<file path="config.mk">
export PLATFORM = sky130hd
export DESIGN_NAME = square_rem
export DESIGN_NICKNAME = d
export VERILOG_FILES = /design/src/rtl/square_rem.sv
export SDC_FILE = /design/constraint.sdc
export NUM_CORES = 1
export LEC_CHECK = 0
export ABC_CLOCK_PERIOD_IN_PS = 8100
export CAP_MARGIN = 25
export CORE_ASPECT_RATIO = 0.7
export CORE_MARGIN = 5
export CORE_UTILIZATION = 50
export CTS_CLUSTER_SIZE = 20
export DETAILED_ROUTE_END_ITERATION = 8
export PLACE_DENSITY = 0.75
export SYNTH_ARGS = -nofsm -noshare
export SYNTH_HDL_FRONTEND = slang
export SYNTH_SLANG_ARGS = --single-unit
</file>
<file path="constraint.sdc">
create_clock -name CLK -period 8.1 [get_ports CLK]
set_clock_uncertainty 0.05 [all_clocks]
set_input_delay 1.62 -clock CLK [delete_from_list [all_inputs] [get_ports CLK]]
set_output_delay 1.62 -clock CLK [all_outputs]
set_load 0.01 [all_outputs]
</file>
<file path="src/rtl/square_rem.sv">
// Iterative shift-add squarer: REG_OUT = ROOT_IN^2 (+ REM_IN), one root bit per cycle, MSB first.
// Shares the CHP/BUSY start handshake with the square-root unit so its (root, remainder) can be fed back.
module square_rem #(
  parameter int WIDTH = 16
) (
  input  logic               CLK,
  input  logic               RST_N,
  input  logic               CHP,
  input  logic [WIDTH-1:0]   ROOT_IN,
  input  logic [WIDTH:0]     REM_IN,
  input  logic               ADD_REM,
  output logic [2*WIDTH-1:0] REG_OUT,
  output logic               BUSY,
  output logic               DONE,
  output logic               OVF,
  output logic               INVALID,
  output logic [2*WIDTH:0]   DEBUG
);

  localparam int AW = 2 * WIDTH + 1;
  localparam int IW = (WIDTH > 1) ? $clog2(WIDTH) : 1;
  localparam logic [IW-1:0] LAST = IW'(WIDTH - 1);

  typedef enum logic {IDLE, RUN} state_t;

  state_t           state;
  logic [WIDTH-1:0] q;
  logic [WIDTH:0]   r;
  logic [AW-1:0]    acc;
  logic [IW-1:0]    iter;
  logic             inv;

  logic [AW-1:0]    acc_next;
  logic [AW-1:0]    sum;
  logic             q_bit;

  // One partial product per cycle; the final remainder add is kept at full width so OVF is exact.
  always_comb begin
    q_bit    = q[LAST - iter];
    acc_next = {acc[AW-2:0], 1'b0} + (q_bit ? {{(WIDTH+1){1'b0}}, q} : '0);
    sum      = acc_next + {{WIDTH{1'b0}}, r};
  end

  always_ff @(posedge CLK or negedge RST_N) begin
    if (!RST_N) begin
      state   <= IDLE;
      q       <= '0;
      r       <= '0;
      acc     <= '0;
      iter    <= '0;
      inv     <= 1'b0;
      REG_OUT <= '0;
      DONE    <= 1'b0;
      OVF     <= 1'b0;
      INVALID <= 1'b0;
    end else begin
      DONE <= 1'b0;
      case (state)
        IDLE: begin
          if (CHP) begin
            q     <= ROOT_IN;
            r     <= ADD_REM ? REM_IN : '0;
            acc   <= '0;
            iter  <= '0;
            inv   <= ADD_REM && (REM_IN > {ROOT_IN, 1'b0});
            state <= RUN;
          end
        end
        RUN: begin
          if (iter == LAST) begin
            REG_OUT <= sum[AW-2:0];
            OVF     <= sum[AW-1];
            INVALID <= inv;
            DONE    <= 1'b1;
            state   <= IDLE;
          end else begin
            acc  <= acc_next;
            iter <= iter + 1'b1;
          end
        end
        default: state <= IDLE;
      endcase
    end
  end

  assign BUSY  = (state == RUN);
  assign DEBUG = acc;

endmodule

</file>
==> results of run 1 <==
## power groups by stage
stage / sequential (mW) / clock (mW) / combinational, mW
4_1_cts: 1.07 / 0.459 / 2.59
6_report: 1.07 / 0.454 / 2.62
5_1_grt: 1.11 / 0.478 / 2.87
3_3_place_gp: 1.07 / 0 / 2.54
2_1_floorplan: 1.03 / 0 / 1.77
3_5_place_dp: 1.08 / 0 / 2.57
## worst paths after layout
check                                  startpoint                       to  slack (ns)
setup / recovery              iter[0]$_DFFE_PN0P_  REG_OUT[31]$_DFFE_PN0P_        1.96
hold / removal             REG_OUT[6]$_DFFE_PN0P_   REG_OUT[6]$_DFFE_PN0P_        0.43
setup reg to reg              iter[0]$_DFFE_PN0P_  REG_OUT[31]$_DFFE_PN0P_        1.96
hold reg to reg            REG_OUT[6]$_DFFE_PN0P_   REG_OUT[6]$_DFFE_PN0P_        0.43
max in group asynchronous                   RST_N         r[5]$_DFFE_PN0P_        5.58
min in group asynchronous                   RST_N   REG_OUT[6]$_DFFE_PN0P_        1.24
## logic make-up after synthesis
logic type,share of synthesized area [%]
flops,37.5
simple gates,21.9
mux,1.58
xor+xnor,6.35
compound gates,18.9
buf+inv,4.28
fa+ha+maj,9.51
## through the flow
stage          worst slack (ns)  hold WS, ns  cells  total power, mW  area, um^2
4_1_cts                    1.99        0.437   1088             4.12        8580
3_5_place_dp               2.03        0.420   1072             3.65        8280
5_1_grt                    1.48        0.445   1088             4.45        8580
3_3_place_gp               2.18        0.408   1072             3.61        8280
6_report                   1.96        0.430   1088             4.15        8580
2_1_floorplan              2.37        0.389    811             2.80        7130
## layout make-up
class | instances | area (um^2) | area share, %
inverters | 31 | 116 | 1.36
well taps | 190 | 238 | 2.77
multi-input cells | 634 | 4160 | 48.5
repair buffers | 110 | 1090 | 12.7
clock buffers | 10 | 239 | 2.79
flip-flops and latches | 107 | 2680 | 31.2
clock inverters | 6 | 63.8 | 0.744
## Yosys cell counts, types with 19 or more instances
master / number / share of area (%)
sky130_fd_sc_hd__a21o_1: 25 / 2.6
sky130_fd_sc_hd__nor2_1: 25 / 1.3
sky130_fd_sc_hd__ha_1: 51 / 8.9
sky130_fd_sc_hd__and3_1: 21 / 1.8
sky130_fd_sc_hd__xnor2_1: 29 / 3.6
sky130_fd_sc_hd__a21oi_1: 38 / 2.7
sky130_fd_sc_hd__clkbuf_1: 26 / 1.4
sky130_fd_sc_hd__o21ai_0: 68 / 4.8
sky130_fd_sc_hd__nand3_1: 57 / 4.0
sky130_fd_sc_hd__xor2_1: 19 / 2.3
sky130_fd_sc_hd__nand2_1: 129 / 6.8
sky130_fd_sc_hd__dfrtp_1: 107 / 38
sky130_fd_sc_hd__inv_1: 31 / 1.6
## critical path, cell delays in order, from the launching register on
cell and delay (ns):
sky130_fd_sc_hd__dfrtp_1 0.53, sky130_fd_sc_hd__mux4_2 0.56, sky130_fd_sc_hd__mux4_2 0.60, sky130_fd_sc_hd__and2_1 0.22, sky130_fd_sc_hd__ha_1 0.40, sky130_fd_sc_hd__a21oi_2 0.24, sky130_fd_sc_hd__o21ai_1 0.17, sky130_fd_sc_hd__or3_1 0.38
sky130_fd_sc_hd__o22ai_1 0.24, sky130_fd_sc_hd__o21ai_0 0.19, sky130_fd_sc_hd__a21o_1 0.22, sky130_fd_sc_hd__a21oi_1 0.17, sky130_fd_sc_hd__xnor2_1 0.11, sky130_fd_sc_hd__ha_1 0.40, sky130_fd_sc_hd__nand4_1 0.11, sky130_fd_sc_hd__o21bai_1 0.23
sky130_fd_sc_hd__a2111oi_2 0.51, sky130_fd_sc_hd__and4_1 0.43, sky130_fd_sc_hd__a311o_1 0.21, sky130_fd_sc_hd__o211ai_1 0.08
## flip-flops by register name, indices dropped and copies added, names as in the netlist
register / count
r: 17
DONE: 1
DEBUG: 33
OVF: 1
INVALID: 1
inv: 1
REG_OUT: 32
iter: 4
q: 16
BUSY: 1
## per-layer routing
| metal | part of all wire, % | vias to the layer above |
|---|---|---|
| met2 | 42 | 246 |
| li1 | - | 3085 |
| met5 | 0 | - |
| met3 | 8.5 | 17 |
| met1 | 49 | 3068 |
| met4 | 1.1 | 0 |
## cells in the final DEF (no fill, tap or decap), drive strengths merged, types with 4 or more instances in the layout
cell type | Yosys | routed
nor2 | 25 | 25
mux4 | 5 | 5
o22ai | 6 | 6
a31o | 12 | 12
ha | 51 | 51
o211ai | 6 | 6
and3 | 22 | 22
nand2b | 5 | 5
nand2 | 130 | 130
and2 | 16 | 16
nor2b | 5 | 5
and4 | 6 | 6
nand4 | 14 | 14
o21a | 8 | 8
dfrtp | 107 | 107
a211oi | 6 | 6
nor4 | 6 | 6
xor2 | 19 | 19
o21ai | 73 | 73
a21o | 25 | 25
nand3 | 59 | 59
xnor2 | 31 | 31
inv | 31 | 32
a31oi | 9 | 9
or4 | 4 | 4
buf | 13 | 6
a21oi | 40 | 40
nor3 | 12 | 12
clkbuf | 26 | 10
o21bai | 7 | 7
clkdlybuf4s50 | 0 | 104
==> results.txt, run 1 <==
The tool flagged a number of max-cap violations equal to 0. The height of the die is 110 um. The switching portion of total power is 47.4%. The register area share after synthesis is 37.5%. Using the TritonRoute via totals, the vias-per-cell ratio works out to 5.90. For this run, asynchronously set or reset flops after synthesis account for 100%.

The yosys synthesis warning count is 0. The floorplan step defined a die boundary enclosing 16800 um^2. The first global-routing pass estimated 32600 um of wire. The total clock sinks came out at 107. The fraction of final layout cells with drive strength greater than 1 is 6.68%. The sum of negative setup slack is 0 ns. The clock passes through at most 2 buffers.

The number of buffers inserted for hold repair after clock tree synthesis is 0. The post-route clock period utilization is 75.8%. The global routing's busiest layer is met1. The DRC marker count from the first detailed-route iteration came out at 588. The final weighted congestion in routability-driven placement is 0.962. The post-detailed-routing wire length came out at 20300 um. The remaining antenna violation count is 0. When the netlist entered floorplanning its net count stood at 901. The number of antenna diodes in the final layout is 0. Yosys mapped the design onto 64 distinct sky130hd cell types. The count of flip-flops with a built-in enable after synthesis is 0.

The arrival time of the worst setup path came out at 6.33 ns. In this run the post-CTS setup repair buffer count came out at 0. Of the total power, combinational logic draws 63.2%.

The core region is 14000 um^2. The global routing usage summed across all routing layers came out at 24.4%. The depth of the worst register-to-register path came out at 19. The CTS H-tree depth is 3. Setup repair after global routing left no endpoint under its margin. In this run, flip-flops and latches consume 25.9% of the power. The growth of design area from synthesis to finish is 20.3%. At the worst endpoint, the required time is 8.29 ns.

After clock tree synthesis, the repair step resized 0 gates. The met1 track demand over resource in global routing is 37.2%. The starting density of the core is 51.1%. The number of register bits inferred by synthesis came out at 107. The buffer cell driving the clock tree root is sky130_fd_sc_hd__clkbuf_16. The internal power summed over all cells is 2.18 mW. After clock tree synthesis, the clock-pin slew on the worst setup and hold paths is 0.08 ns. The routing usage on met3 came out at 5.47%. The net switching power of the design is 1.97 mW.

For this run, the leading register cell type out of synthesis is sky130_fd_sc_hd__dfrtp_1. The cell row count is 36. The via count is 6416. The startpoint class of the critical path is a flip-flop.

The worst hold path depth is 2. The power per unit of standard cell area came out at 484 nW/um^2. In this run the worst path has a maximum fanout of 16. The count of input and output buffers came out at 105.

The share of total power in the clock network came out at 10.9%. The number of antenna violations at the first check in global routing was 0. The total overflow reported by the global router came out at 0. The post-layout net count came out at 983. The flow ran to the end, and the final reports show no timing, DRC or antenna violations. The mean area per synthesized cell is 8.80 um^2.

The headroom to the max-slew limit came out at 36.2%. The boundary pin count is 106. The total half-perimeter wirelength after legalization and detailed placement is 15700 um. The x dimension of the die came out at 153 um. The via count of the first global-routing pass is 5990. The met2 usage in global routing is 35.7%. TritonCTS built the clock tree. The CTS buffer count is 9. The final-report hold violation count came to 0. The number of fill cells came out at 1247. After detailed routing, the average wire length per cell comes to 18.7 um. The source-to-sink clock delay at the later pin of the worst-skew pair came out at 0.35 ns. The final critical-path required period is 6.14 ns. The end-of-flow core utilization is 61.4%.

The pin count of the biggest net entering global routing is 79. The path class of the tightest hold or removal check is flip-flop to flip-flop. STA classifies the critical path endpoint as a flip-flop. The max-slew violation count is 0. Summed over all cells, the static leakage comes to 3.95 nW. The highest clock rate is 163 MHz. The post-route DRC violation count came out at 0. The number of instances in the synthesized netlist is 811. The count of TritonRoute iterations in the first routing pass came out at 5. The cell area after synthesis is 7130 um^2.

The critical path is of the flip-flop to flip-flop type. The largest voltage drop on the vdd net is 0.224 mV. The final setup violation count came out at 0. For the pin with the worst max-slew slack, the measured transition is 0.957 ns.
Power figures use the tool's default switching activity.
==> run 2, diff against run 1 <==
--- a/config.mk
+++ b/config.mk
@@ -5,14 +5,14 @@
 export SDC_FILE = /design/constraint.sdc
 export NUM_CORES = 1
 export LEC_CHECK = 0
-export ABC_CLOCK_PERIOD_IN_PS = 8100
+export ABC_CLOCK_PERIOD_IN_PS = 5000
 export CAP_MARGIN = 25
 export CORE_ASPECT_RATIO = 0.7
 export CORE_MARGIN = 5
 export CORE_UTILIZATION = 50
 export CTS_CLUSTER_SIZE = 20
 export DETAILED_ROUTE_END_ITERATION = 8
-export PLACE_DENSITY = 0.75
+export PLACE_DENSITY = 0.77
 export SYNTH_ARGS = -nofsm -noshare
 export SYNTH_HDL_FRONTEND = slang
 export SYNTH_SLANG_ARGS = --single-unit
==> constraint.sdc (replaced) <==
create_clock -name CLK -period 5 [get_ports CLK]
set_clock_uncertainty 0.05 [all_clocks]
set_input_delay 1 -clock CLK [delete_from_list [all_inputs] [get_ports CLK]]
set_output_delay 1 -clock CLK [all_outputs]
set_load 0.01 [all_outputs]
==> run 2 against run 1 <==
  * Sequential share of layout area shrank 5.9 points
  * Via count grew 19%
  * Largest cell class unchanged
  * Critical path depth grew 2
  * The flow now finishes with violations (setup timing)
  * Cell count grew 15%
  * Die area is the same
  * Critical endpoint is now REG_OUT[26]$_DFFE_PN0P_
  * Count of clock-buffer cells in the layout grew 2
  * Highest routed layer unchanged
  * Critical path type unchanged
==> results.txt, run 2 (synthesis gave the netlist of run 1 again) <==
The post-detailed-routing wire length is 26300 um. Across all setup checks in the final design, the least slack found is -0.528 ns. The worst hold path depth is 2.

Measured against its own limit, the worst slew margin works out to 31.8%. For this run, the slowest stage of the critical path takes 0.59 ns. The DRC marker count from the first detailed-route iteration is 949. The share of total power dissipated in combinational logic is 73.8%. The min-delay analysis places its worst path in the category flip-flop to flip-flop. The depth of the worst register-to-register path came out at 21. The ratio of routed vias to standard cells came out at 6.11. The cell row count is 36. The global routing usage summed across all routing layers is 29.0%.

The remaining antenna violation count came out at 0. The final weighted congestion in routability-driven placement is 0.955. The routed design could run at a clock period as short as 5.53 ns. The number of antenna violations at the first check in global routing is 0. For this run, the number of standard cells in the final layout without fillers is 1250.

STA classifies the critical path endpoint as a flip-flop. Setup repair after global routing could not meet its margin everywhere. The finished layout cell area is 10600 um^2. Dividing the detail-routed wire length by the instance count gives 21.0 um.

Buffers placed on the I/O ports in this run total 105. The total overflow reported by the global router is 0. In this design, the largest share of critical-path delay is due to simple AND/OR/NAND/NOR gates. The flow ran to the end, but the final reports show violations. The via count of the first global-routing pass is 7206. The post-layout net count came out at 1145.

The net switching power of the design came out at 4.30 mW. The die is 153 um wide. In this run the static leakage power is 4.90 nW. The area inside the core boundary came out at 14000 um^2. The register with the most flip-flops in the layout has 33 of them. The internal power summed over all cells is 5.24 mW. The clock input transition at the sequential cells of the worst setup and hold paths is 0.07 ns. Derived from the worst setup path, the maximum achievable clock frequency is 181 MHz.

The most critical setup path has its startpoint at iter[0]$_DFFE_PN0P_. The final setup violation count came out at 18. The signal on the critical path passes through mux4_2 > mux4_2 > and2_4 > ha_4 > o211ai_1 > buf_4 > a21oi_4 > nor2_4 > o211ai_1 > a21oi_2 > xnor2_2 > ha_4 > nand4_1 > buf_4 > a21oi_2 > o221ai_2 > nor3_2 > nand4_1 > buf_4 > or3_4 > nand3_2. The most common library cell in the layout ignoring fill and taps is sky130_fd_sc_hd__buf_4. The first global-routing pass estimated 38200 um of wire. The required arrival time at the worst endpoint came out at 5.24 ns. TritonCTS built the clock tree. The antenna diode count is 0.

Adding up every negative setup slack in the final design gives -5.28 ns. The CTS H-tree depth came out at 3. The number of buffers and inverters on the critical path came out at 3. In this run the vertical extent of the chip is 110 um. The via count is 7642. The buffer cell driving the clock tree root is sky130_fd_sc_hd__clkbuf_16. The worst register-to-register path begins at iter[0]$_DFFE_PN0P_. The path length in cells of the critical path is 21. The power per unit of standard cell area came out at 903 nW/um^2.

For the worst-skew pair, the clock arrives at the later sink with an insertion delay of 0.36 ns. In the layout the commonest cells are sky130_fd_sc_hd__buf_4, sky130_fd_sc_hd__nand2_1, sky130_fd_sc_hd__dfrtp_1, sky130_fd_sc_hd__clkdlybuf4s50_1, sky130_fd_sc_hd__o21ai_0. Following the worst setup path forward leads to its endpoint at REG_OUT[26]$_DFFE_PN0P_.

The CTS buffer count came out at 9. The checks that failed: setup timing. The kind of critical path is flip-flop to flip-flop. The setup check on the worst reg-to-reg path leaves a slack of -0.53 ns. Along the worst path, the maximum fanout reaches 6.

The number of maximum-capacitance violations came out at 0. The endpoint of the most critical register-to-register path is REG_OUT[26]$_DFFE_PN0P_. The boundary pin count is 106. The starting density of the core is 51.1%. The number of placed instances, taps included came out at 1200. The final-report hold violation count was 0. The post-route netlist has 30.4% of its cells at a drive strength greater than 1.

The measured slew at the worst slew-check pin came out at 1.02 ns. The total clock sinks came out at 107. The post-route clock period utilization is 111%. The total half-perimeter wirelength after legalization and detailed placement came out at 17500 um.

The growth of design area from synthesis to finish came out at 48.1%. The largest voltage drop on the vdd net came out at 0.398 mV. The slowest stage of the critical path is the sky130_fd_sc_hd__mux4_2 cell. For this design, the CTS-stage hold fixing added 0 buffers. Of the total power, registers draw 18.7%.

The cell that appears most often on the critical path is sky130_fd_sc_hd__buf_4. The post-route DRC violation count came out at 0. The share of total power in the clock network is 7.5%. The pin count of the biggest net entering global routing is 74. The max-slew violation count was 0. The area of placed instances came out at 9340 um^2. The arrival time of the worst setup path is 5.77 ns. The clock passes through at most 2 buffers. The switching portion of total power is 45.1%.

The worst setup path is launched from a flip-flop. The count of TritonRoute iterations in the first routing pass is 8. The floorplan step defined a die boundary enclosing 16800 um^2.
[run 2: final cells by class]
type	count	area (um^2)
inverter	31	116
tap	190	238
timing repair buffer	271	2310
clock buffer	12	256
fill	945	3400
multi-input combinational	635	4940
clock inverter	4	31.3
sequential	107	2680
[run 2: metrics by stage]
step	power, mW	hold slack, ns	utilization, %	worst slack, ns
final	9.55	0.427	75.7	-0.528
after global routing	10.0	0.457	75.7	-0.624
after CTS	8.57	0.432	72.4	-0.0759
after detailed placement	7.25	0.417	66.9	-0.436
after global placement	7.14	0.402	66.9	-0.336
after floorplan	4.66	0.389	-	-0.257
[run 2: layer usage]
metal / vias to the layer above / part of all wire (%) / wire, um / global-route usage, %
met5: - / 0 / 0 / 0
li1: 3401 / - / - / -
met2: 466 / 46 / 12000 / 46.6
met4: 0 / 3.7 / 979 / 9.73
met3: 96 / 10 / 2710 / 8.30
met1: 3679 / 40 / 10600 / 38.1
[run 2: power groups by stage]
| stage | Clock (mW) | Sequential, mW | Combinational (mW) |
|---|---|---|---|
| 2_1_floorplan | 0 | 1.67 | 3.00 |
| 3_3_place_gp | 0 | 1.71 | 5.43 |
| 3_5_place_dp | 0 | 1.72 | 5.52 |
| 4_1_cts | 0.718 | 1.74 | 6.11 |
| 5_1_grt | 0.752 | 1.82 | 7.46 |
| 6_report | 0.715 | 1.79 | 7.04 |
[run 2: what timing repair did]
item | 4_1_cts | 5_1_grt
gates resized for setup | 64 | 67
setup buffers | 18 | 19
endpoints found under the setup margin | 21 | 19
hold endpoints to repair | 0 | 0
pin swaps | 39 | 77
gates cloned | 1 | 0
[run 2: worst reg2reg max path: stages, from the launching register on]
cell,delay (ns)
sky130_fd_sc_hd__dfrtp_2,0.46
sky130_fd_sc_hd__mux4_2,0.58
sky130_fd_sc_hd__mux4_2,0.59
sky130_fd_sc_hd__and2_4,0.22
sky130_fd_sc_hd__ha_4,0.26
sky130_fd_sc_hd__o211ai_1,0.40
sky130_fd_sc_hd__buf_4,0.21
sky130_fd_sc_hd__a21oi_4,0.05
sky130_fd_sc_hd__nor2_4,0.18
sky130_fd_sc_hd__o211ai_1,0.15
sky130_fd_sc_hd__a21oi_2,0.20
sky130_fd_sc_hd__xnor2_2,0.12
sky130_fd_sc_hd__ha_4,0.29
sky130_fd_sc_hd__nand4_1,0.21
sky130_fd_sc_hd__buf_4,0.23
sky130_fd_sc_hd__a21oi_2,0.15
sky130_fd_sc_hd__o221ai_2,0.13
sky130_fd_sc_hd__nor3_2,0.22
sky130_fd_sc_hd__nand4_1,0.16
sky130_fd_sc_hd__buf_4,0.19
sky130_fd_sc_hd__or3_4,0.34
sky130_fd_sc_hd__nand3_2,0.08
[run 2: worst min path at each step]
stage                            start                      end  slack (ns)
6_report        REG_OUT[6]$_DFFE_PN0P_   REG_OUT[6]$_DFFE_PN0P_        0.43
5_1_grt        REG_OUT[15]$_DFFE_PN0P_  REG_OUT[15]$_DFFE_PN0P_        0.46
4_1_cts        REG_OUT[29]$_DFFE_PN0P_  REG_OUT[29]$_DFFE_PN0P_        0.43
3_5_place_dp   REG_OUT[29]$_DFFE_PN0P_  REG_OUT[29]$_DFFE_PN0P_        0.42
3_3_place_gp   REG_OUT[17]$_DFFE_PN0P_  REG_OUT[17]$_DFFE_PN0P_        0.40
2_1_floorplan          inv$_DFFE_PN0P_      INVALID$_DFFE_PN0P_        0.39
==> run 3, diff against run 2 <==
--- a/config.mk
+++ b/config.mk
@@ -5,7 +5,7 @@
 export SDC_FILE = /design/constraint.sdc
 export NUM_CORES = 1
 export LEC_CHECK = 0
-export ABC_CLOCK_PERIOD_IN_PS = 5000
+export ABC_AREA = 1
 export CAP_MARGIN = 25
 export CORE_ASPECT_RATIO = 0.7
 export CORE_MARGIN = 5
==> run 3 against run 2 <==
  * The flow now finishes without violations
  * Combinational power fell by 33%
  * Non-clock buffer count down 155
  * Worst hold slack worse by 0.0012 ns
  * Wire length fell by 15%
  * First-iteration DRC count down 39%
  * Sequential share of layout area up 3.6 points
  * Sequential cell count stayed put
  * Critical path depth up 8
  * Critical path type unchanged
  * Largest power group unchanged
==> results.txt, run 3 <==
The ratio of routed vias to standard cells came out at 5.43. By instance count, the leading cell after synthesis is sky130_fd_sc_hd__nand2_1. The library cell used most frequently in the layout, excluding fill and tap cells, is sky130_fd_sc_hd__nand2_1. The library cells used most frequently in the layout, excluding fill and tap cells, are sky130_fd_sc_hd__nand2_1, sky130_fd_sc_hd__inv_1, sky130_fd_sc_hd__dfrtp_1, sky130_fd_sc_hd__clkdlybuf4s50_1, sky130_fd_sc_hd__nand3_1. Cells fill 62.7% of the core in the end.

The highest clock rate came out at 215 MHz. The number of distinct library cells after synthesis is 46. Synthesis inferred 107 register bits. For this run, the slowest stage of the critical path takes 0.47 ns.

The post-route clock period utilization is 93.2%. The post-route total power is 7.09 mW. The number of antenna violations at the first check in global routing is 0.

The growth of design area from synthesis to finish came out at 22.1%. In this run, synthesis inferred 0 flip-flops with an integrated enable. The endpoint of the most critical register-to-register path is REG_OUT[31]$_DFFE_PN0P_. The tree built by TritonCTS fans out to 107 sinks. The area of placed instances is 8840 um^2. The worst hold path depth came out at 2. The part of the total power dissipated in sequential elements is 23.1%.

The wire length of the first global-routing pass came out at 35800 um. The critical path in this run is classified as flip-flop to flip-flop. The detailed router placed 7365 vias in this run. The worst hold path belongs to the class flip-flop to flip-flop. The worst min-delay path endpoint is REG_OUT[1]$_DFFE_PN0P_. The setup slack after placement is 0.108 ns. The combinational cell fraction of total power came out at 66.8%. Clock-pin slew was measured on the worst setup and hold paths at 0.08 ns.

The count of buffers added on input and output ports is 105. The startpoint of the worst-slack reg-to-reg timing path is iter[0]$_DFFE_PN0P_. The number of fill cells is 1346. The most used flip-flop cell after synthesis is sky130_fd_sc_hd__dfrtp_1. Along the worst path, the maximum fanout reaches 8. The starting density of the core is 51.3%. In this run the vertical extent of the chip is 113 um.

Counting along the longest clock path gives a buffer depth of 2. The depth of the worst register-to-register path is 29. The repair_antennas step left the layout with diodes totalling 0. The endpoint kind of the worst setup timing path is a flip-flop. The final critical-path required period came out at 4.66 ns. Of all cell types, the one taking the most synthesized area is sky130_fd_sc_hd__dfrtp_1. The slowest cell on the critical path is sky130_fd_sc_hd__dfrtp_2. The source-to-sink clock delay at the later pin of the worst-skew pair is 0.35 ns. By count the netlist is led by sky130_fd_sc_hd__nand2_1, sky130_fd_sc_hd__inv_1, sky130_fd_sc_hd__dfrtp_1. The register area share after synthesis came out at 35.3%. The switching portion of total power came out at 50.7%.

The cell row count is 37. The number of flip-flops under the largest register name came out at 33. Ranked by total cell area, the synthesized netlist is headed by sky130_fd_sc_hd__dfrtp_1, sky130_fd_sc_hd__nand2_1, sky130_fd_sc_hd__ha_1. The post-synthesis net count came out at 1143. The final weighted congestion in routability-driven placement came out at 0.964.

The count of TritonRoute iterations in the first routing pass came out at 5. The max-slew violation count came out at 0. The worst-case setup margin in the final layout is 0.338 ns. The startpoint identified for the worst hold timing path is REG_OUT[1]$_DFFE_PN0P_. TritonCTS built the clock tree. Setup violations remaining at the end of the flow were counted as 0. For this run, design rule violations remaining after detail routing come to 0. The routed design has 22500 um of wire.

In this run, the number of DRC markers left after iteration 0 of detailed routing was 581. STA classifies the critical path startpoint as a flip-flop. The die covers 17800 um^2. The mean area per synthesized cell came out at 7.20 um^2. The cell repeated most along the worst path is sky130_fd_sc_hd__nand2_1. The final layout contains 1246 nets. Internal power comes to 3.49 mW. The buffer cell driving the clock tree root is sky130_fd_sc_hd__clkbuf_16. The remaining antenna violation count is 0. The number of clock buffers added by TritonCTS is 9. In this run the cell area of the synthesized design comes to 7580 um^2. The arrival time of the worst setup path is 4.86 ns.

The worst pin sits at a relative slew slack of 38.1%. The global routing usage summed across all routing layers is 25.5%. In the final layout, the share of cells above drive strength 1 is 8.44%.

The power per unit of standard cell area is 766 nW/um^2. During synthesis, Yosys emitted a total of 0 warnings. The number of buffers inserted for hold repair after clock tree synthesis came out at 0. The setup slack of the most critical reg-to-reg path came out at 0.34 ns. The largest voltage drop on the vdd net came out at 0.327 mV.

The area inside the core boundary is 14800 um^2. After detailed routing, the average wire length per cell comes to 16.6 um. The measured slew at the worst slew-check pin is 0.928 ns. The total half-perimeter wirelength after legalization and detailed placement came out at 18000 um. Tracing the worst setup path back leads to its startpoint at iter[0]$_DFFE_PN0P_. The top cell type by area accounts for 35.3% of the synthesized area.

The number of maximum-capacitance violations is 0. The boundary pin count is 106. The share of total power in the clock network came out at 10.0%.

After global routing the overflow that remains totals 0. The x dimension of the die is 157 um. The final-report hold violation count is 0. Entering global routing, the biggest net connects 74 pins. The required arrival time at the worst endpoint is 5.19 ns. The share of synthesized flip-flops with an asynchronous set or reset came out at 100%.

The via count of the first global-routing pass was 6765. For this design the total switching power over the nets is 3.60 mW. The run finished with clean final reports.

The finished layout cell area is 9260 um^2. Synthesis handed over a netlist of 1053 instances. The CTS H-tree depth came out at 3. Summed over all cells, the static leakage comes to 4.74 nW.
run 3: cell types whose count changed in the layout (fill, tap and decap cells not counted), moves of 16 or more:
cell | previous run | this run
sky130_fd_sc_hd__nand2_1 | 126 | 300
sky130_fd_sc_hd__nand3_1 | 53 | 80
sky130_fd_sc_hd__ha_1 | 31 | 48
sky130_fd_sc_hd__buf_4 | 163 | 11
sky130_fd_sc_hd__inv_1 | 29 | 145
sky130_fd_sc_hd__nor2_1 | 21 | 67
sky130_fd_sc_hd__and3_1 | 17 | 0
sky130_fd_sc_hd__a21oi_1 | 19 | 35
sky130_fd_sc_hd__nand2_2 | 4 | 23
sky130_fd_sc_hd__a21o_1 | 25 | 2
sky130_fd_sc_hd__ha_4 | 19 | 1
run 3: worst max-delay path by stage:
| stage | to | slack [ns] |
|---|---|---|
| 4_1_cts | REG_OUT[31]$_DFFE_PN0P_ | 0.07 |
| 3_3_place_gp | REG_OUT[30]$_DFFE_PN0P_ | 0.28 |
| 6_report | REG_OUT[31]$_DFFE_PN0P_ | 0.34 |
| 5_1_grt | REG_OUT[31]$_DFFE_PN0P_ | -0.02 |
| 2_1_floorplan | REG_OUT[31]$_DFFE_PN0P_ | 0.74 |
| 3_5_place_dp | REG_OUT[26]$_DFFE_PN0P_ | 0.11 |
run 3: kinds of logic (layout without fill, tap and decap cells):
logic type	Yosys count	count (layout)	share of synthesized area, %
flops	107	107	35.3
xor+xnor	37	37	4.57
buf+inv	176	284	8.75
fa+ha+maj	53	53	8.95
compound gates	159	159	12.3
simple gates	521	521	30.2
run 3: metal layers:
metal	up-vias	wire length, um	GRT usage [%]	share of wire [%]
met5	-	0	0	0
met4	0	148	3.84	0.66
met3	14	2310	6.31	10
li1	3620	-	-	-
met1	3417	10800	40.1	48
met2	314	9240	36.1	41
run 3: critical path, delay by kind of cell, from the launching register on:
family / cells / cell delay (ns)
xor gates and xnor gates: 1 / 0.13
buffers and inverters: 4 / 0.38
and+or+nand+nor: 18 / 2.00
AOI/OAI and AO/OA: 3 / 0.59
DFF: 1 / 0.47
adders and majority gates: 3 / 0.96
run 3: what timing repair did:
item,CTS,global route
buffers inserted,0,3
endpoints found under the setup margin,0,21
resized for setup,0,17
run 3: final cells by class:
class                      count  area, um^2  share of cell area [%]
timing repair buffer         116        1140                    12.4
clock buffer                  10         239                    2.58
tap                          195         244                    2.64
clock inverter                 6        52.6                   0.568
inverter                     152         571                    6.16
sequential                   107        2680                    28.9
multi-input combinational    770        4330                    46.8
run 3: power groups by stage:
stage,combinational [mW],sequential [mW],clock (mW)
after global placement,4.42,1.63,0
after detailed placement,4.48,1.64,0
final,4.74,1.64,0.712
after floorplan,2.88,1.65,0
after global routing,5.30,1.69,0.749
after CTS,4.52,1.63,0.727
run 3: per-stage QoR:
step                cells  hold slack [ns]  setup TNS, ns
floorplan            1053            0.403              0
global placement     1337            0.414              0
detailed placement   1337            0.410              0
CTS                  1353            0.431              0
global route         1356            0.470        -0.0420
finish               1356            0.426              0
